## config.mk

```make
export PLATFORM = sky130hd
export DESIGN_NAME = spi_word_rx
export DESIGN_NICKNAME = d
export VERILOG_FILES = /design/src/rtl/spi_word_rx.sv
export SDC_FILE = /design/constraint.sdc
export NUM_CORES = 1
export LEC_CHECK = 0
export ABC_AREA = 1
export ABC_CLOCK_PERIOD_IN_PS = 2050
export CAP_MARGIN = 20
export CORE_MARGIN = 4
export CORE_UTILIZATION = 35
export DETAILED_ROUTE_END_ITERATION = 7
export PLACE_DENSITY = 0.57
export SYNTH_ARGS = -nofsm -noshare
export SYNTH_HDL_FRONTEND = slang
export SYNTH_SLANG_ARGS = --single-unit
```

## constraint.sdc

```tcl
create_clock -name clk -period 2.05 [get_ports clk]
set_input_delay 0.41 -clock clk [delete_from_list [all_inputs] [get_ports clk]]
set_output_delay 0.41 -clock clk [all_outputs]
set_load 0.02 [all_outputs]
```

## src/rtl/spi_word_rx.sv

```systemverilog
// SPI slave deserializer: oversamples cs/spi_clk/sdi in the clk domain,
// rebuilds MSB-first words and offers them on a valid/ready handshake.
module spi_word_rx #(
  parameter int WORD_BITS   = 10,
  parameter int TIMEOUT_CYC = 4095,
  parameter int CNT_W       = 16
) (
  input  logic                 clk,
  input  logic                 reset,
  input  logic                 spi_cs,
  input  logic                 spi_clk,
  input  logic                 spi_sdi,
  output logic [WORD_BITS-1:0] data_out,
  output logic                 data_valid,
  input  logic                 data_ready,
  output logic                 frame_err,
  output logic                 overrun,
  output logic [CNT_W-1:0]     frame_cnt
);

  localparam int BW = $clog2(WORD_BITS + 2);
  localparam int TW = $clog2(TIMEOUT_CYC);

  localparam logic [1:0] IDLE   = 2'd0;
  localparam logic [1:0] ACTIVE = 2'd1;
  localparam logic [1:0] CHECK  = 2'd2;
  localparam logic [1:0] ABORT  = 2'd3;

  logic cs_s1, cs_s2, cs_s3;
  logic ck_s1, ck_s2, ck_s3;
  logic sdi_s1, sdi_s2;

  logic [1:0]           state;
  logic [BW-1:0]        bit_cnt;
  logic [TW-1:0]        tmo;
  logic [WORD_BITS-1:0] shreg;

  logic sclk_rise;
  logic cs_fall;
  logic cs_rise;
  logic good;

  always_ff @(posedge clk) begin
    if (reset) begin
      cs_s1  <= 1'b1;
      cs_s2  <= 1'b1;
      cs_s3  <= 1'b1;
      ck_s1  <= 1'b0;
      ck_s2  <= 1'b0;
      ck_s3  <= 1'b0;
      sdi_s1 <= 1'b0;
      sdi_s2 <= 1'b0;
    end else begin
      cs_s1  <= spi_cs;
      cs_s2  <= cs_s1;
      cs_s3  <= cs_s2;
      ck_s1  <= spi_clk;
      ck_s2  <= ck_s1;
      ck_s3  <= ck_s2;
      sdi_s1 <= spi_sdi;
      sdi_s2 <= sdi_s1;
    end
  end

  assign sclk_rise = ck_s2 & ~ck_s3;
  assign cs_fall   = ~cs_s2 & cs_s3;
  assign cs_rise   = cs_s2 & ~cs_s3;
  assign good      = (state == CHECK) &&
                     (bit_cnt == BW'(WORD_BITS));

  always_ff @(posedge clk) begin
    if (reset) begin
      state   <= IDLE;
      bit_cnt <= '0;
      tmo     <= '0;
      shreg   <= '0;
    end else begin
      unique case (state)
        IDLE: begin
          bit_cnt <= '0;
          tmo     <= '0;
          if (cs_fall) state <= ACTIVE;
        end
        ACTIVE: begin
          // cs_rise beats a coincident clock edge
          if (cs_rise) begin
            state <= CHECK;
          end else if (sclk_rise && !cs_s2) begin
            shreg <= {shreg[WORD_BITS-2:0], sdi_s2};
            tmo   <= '0;
            if (bit_cnt != BW'(WORD_BITS + 1))
              bit_cnt <= bit_cnt + 1'b1;
          end else if (tmo == TW'(TIMEOUT_CYC - 1)) begin
            state <= ABORT;
          end else begin
            tmo <= tmo + 1'b1;
          end
        end
        CHECK: state <= IDLE;
        ABORT: if (cs_s2) state <= IDLE;
        default: state <= IDLE;
      endcase
    end
  end

  always_ff @(posedge clk) begin
    if (reset) begin
      data_out   <= '0;
      data_valid <= 1'b0;
      frame_err  <= 1'b0;
      overrun    <= 1'b0;
      frame_cnt  <= '0;
    end else begin
      frame_err <= 1'b0;
      overrun   <= 1'b0;
      if (state == CHECK && !good)
        frame_err <= 1'b1;
      if (state == ACTIVE && !cs_rise &&
          !(sclk_rise && !cs_s2) &&
          tmo == TW'(TIMEOUT_CYC - 1))
        frame_err <= 1'b1;
      if (good) begin
        frame_cnt <= frame_cnt + 1'b1;
        if (!data_valid || data_ready) begin
          data_out   <= shreg;
          data_valid <= 1'b1;
        end else begin
          overrun <= 1'b1;
        end
      end else if (data_valid && data_ready) begin
        data_valid <= 1'b0;
      end
    end
  end

endmodule

```

==> summary.txt <==
Logic pwr share: 4.9%
GR Util met1: 18.8%
Mean Syn Cell Area: 7.00 sq um
Full die area: 10500 sq um
NumNets Final: 497
Synth cell types: 35
CTS H-Tree Depth: 3
CP Capture Type: output pin
RSZ-0062 raised after global routing: no
Dpl hpwl: 5060 um
Fin cells: 599
Yosys reg bits: 65
Total wire length: 6830 um
Status: completed
Relative slew slack: 74.8%
Worst vdd ir: 0.000373 V
Final TNS setup: 0 ns
Worst path cell trace: clkdlybuf4s50_1
Post-synth top flop: dfxtp_1
LEAKAGE: 0.00143 uW
Post-CTS setup repair buffer count: 0
Initial antenna violation count: 0
Final Wtd Congestion: 0.944
Synth top area share: 41.9%
Most common cell in the netlist: nor2_1
Max-cap viol count: 0
Reg power frac: 50.0%
Sw Pwr: 635 uW
Synth Net Count: 455
DR vias/cell: 4.62
Via count: 2766
Clk slew on worst S/H paths: 0.08 ns
Largest net degree at the start of global routing: 29
DIE HEIGHT: 102 um
Post-Route Skew: 0.00960 ns
Residual DRC: 0
GRT busiest layer: met2
Final slew viol count: 0
Crit-path max cell delay: 0.65 ns
Clk buf depth: 2
Critical path's slowest cell: clkdlybuf4s50_1
Post-Syn Instances: 444
Die outline width: 102 um
Sequential cell area fraction in the yosys report: 41.9%
CTS tree: built
Area grow syn2layout: 22.3%
Fmax: 0.537 GHz
Io pins: 35
HP Class: flop to flop
Ys Warns: 0
Internal: 1930 uW
Met3 Usage GRT: 4.71%
Tot Pwr: 2560 uW
Met2 Usage GRT: 21.6%
CTS Hold Buffers Added: 0
Sw Ratio: 24.8%
Crit Path Max Fanout: 5
Skew-Pair Late Insertion Delay: 0.35 ns
Req. time, crit path: 1.64 ns
Layout fillers: 931
Post-cts sizing count: 0
Clock group share of total power: 45.1%
N_diodes: 0
CTS Sinks: 65
Per-cell routed wire length: 11.4 um
Cell family with most CP delay: buffers and inverters
Cell Pwr Density: 674 nW/um^2
Row cnt: 34
IO buf count: 34
Ranking of synthesized cells by area: dfxtp_1 (42%), nor2_1 (10%), nand2_1 (9.9%)
Final Hold Viols: 0
Vias in the first global route: 2550
Placed cells: 583
Synth area leader: dfxtp_1
Top cells by count, synth: nor2_1 (83), nand2_1 (82), dfxtp_1 (65)
Async S/R FF share, synth: 0%
Number of synthesized flops with an enable pin: 0
Global route overflow: 0
Iter 0 DRT Violations: 77
Ratio of cells with drive above 1 in the final layout: 12.0%
Slew at the pin closest to its max-slew limit: 0.375 ns
Final critical-path share of the clock period: 90.8%
Initial Util: 35.8%
Setup CP Type: flop to output pin
Drt pass-1 iters: 4
Final setup vio count: 0
Buf+Inv Stages, Crit Path: 1
CTS buffer count: 9
Synth Cell Area: 3110 sq um
CP Data Arrival Time: 1.45 ns
Crit path time final: 1.86 ns
Total track usage: 14.2%
Core Area: 8680 sq um
Startpoint Class: flop
Root Buffer: clkbuf_8
Detail Route Antenna Nets: 0
First-pass GRT wire length: 11800 um
[worst paths after layout]
| path | from | end | slack [ns] | depth (start not counted) |
|---|---|---|---|---|
| setup reg to reg | bit_cnt[0] | data_out[1] | 0.34 | 8 |
| setup / recovery | frame_cnt[7] | frame_cnt[7] | 0.19 | 1 |
| hold / removal | ck_s1 | ck_s2 | 0.40 | 2 |
| hold reg to reg | ck_s1 | ck_s2 | 0.40 | 2 |
[final cells by class]
| class | count | area (sq um) | area share [%] |
|---|---|---|---|
| Clock buffer | 10 | 138 | 3.62 |
| Clock inverter | 6 | 72.6 | 1.91 |
| Inverter | 58 | 219 | 5.76 |
| Multi-Input combinational cell | 311 | 1540 | 40.6 |
| Sequential cell | 65 | 1300 | 34.2 |
| Tap cell | 108 | 135 | 3.56 |
| Timing Repair Buffer | 41 | 393 | 10.3 |
[power groups by stage]
stage	clock network [uW]	logic (uW)	registers (uW)
final	1150	125	1280
after global routing	1250	142	1280
after CTS	1200	126	1280
after detailed placement	0	125	1310
after global placement	0	125	1310
after floorplan	0	88.6	1310
[per-stage QoR]
step / cell area, sq um / setup slack (ns) / util (%) / hold WS, ns
after floorplan: 3110 / 0.555 / - / 0.388
after global placement: 3590 / 0.338 / 41.4 / 0.391
after detailed placement: 3590 / 0.314 / 41.4 / 0.396
after CTS: 3800 / 0.153 / 43.8 / 0.406
after global routing: 3800 / 0.112 / 43.8 / 0.432
final: 3800 / 0.188 / 43.8 / 0.401
[layout by cell type (no fill, tap or decap), types with 6 or more instances in the layout]
cell | netlist | layout
nand4_1 | 6 | 6
dfxtp_1 | 65 | 65
nor2_1 | 83 | 83
nor3_1 | 9 | 9
a21oi_1 | 24 | 24
o21ai_0 | 33 | 33
buf_4 | 0 | 7
nand2_1 | 82 | 82
inv_1 | 50 | 50
clkdlybuf4s50_1 | 0 | 34
nand3_1 | 28 | 28
clkbuf_8 | 0 | 10
[registers in the layout, summed over array words and instances (netlist names), 2 cells and up]
name       flops
tmo           12
data_out      10
state          2
frame_cnt     16
shreg         10
bit_cnt        4
[per-layer routing]
layer,part of all wire (%),vias up,wire length (um)
met1,48,1207,3310
li1,-,1497,-
met5,0,-,0
met2,45,53,3070
met3,5.4,9,367
met4,1.2,0,85
[cells by family (layout without fill, tap and decap cells)]
family / Yosys count / after routing / synth area share (%)
AO/OA/AOI/OAI: 70 / 70 / 12.3
XOR/XNOR: 2 / 2 / 0.564
adder cells (fa/ha/maj): 5 / 5 / 2.01
buffers and inverters: 68 / 115 / 8.53
flip-flops: 65 / 65 / 41.9
AND/OR/NAND/NOR: 234 / 234 / 34.7
Note: power is estimated with default switching activity, not from simulation.
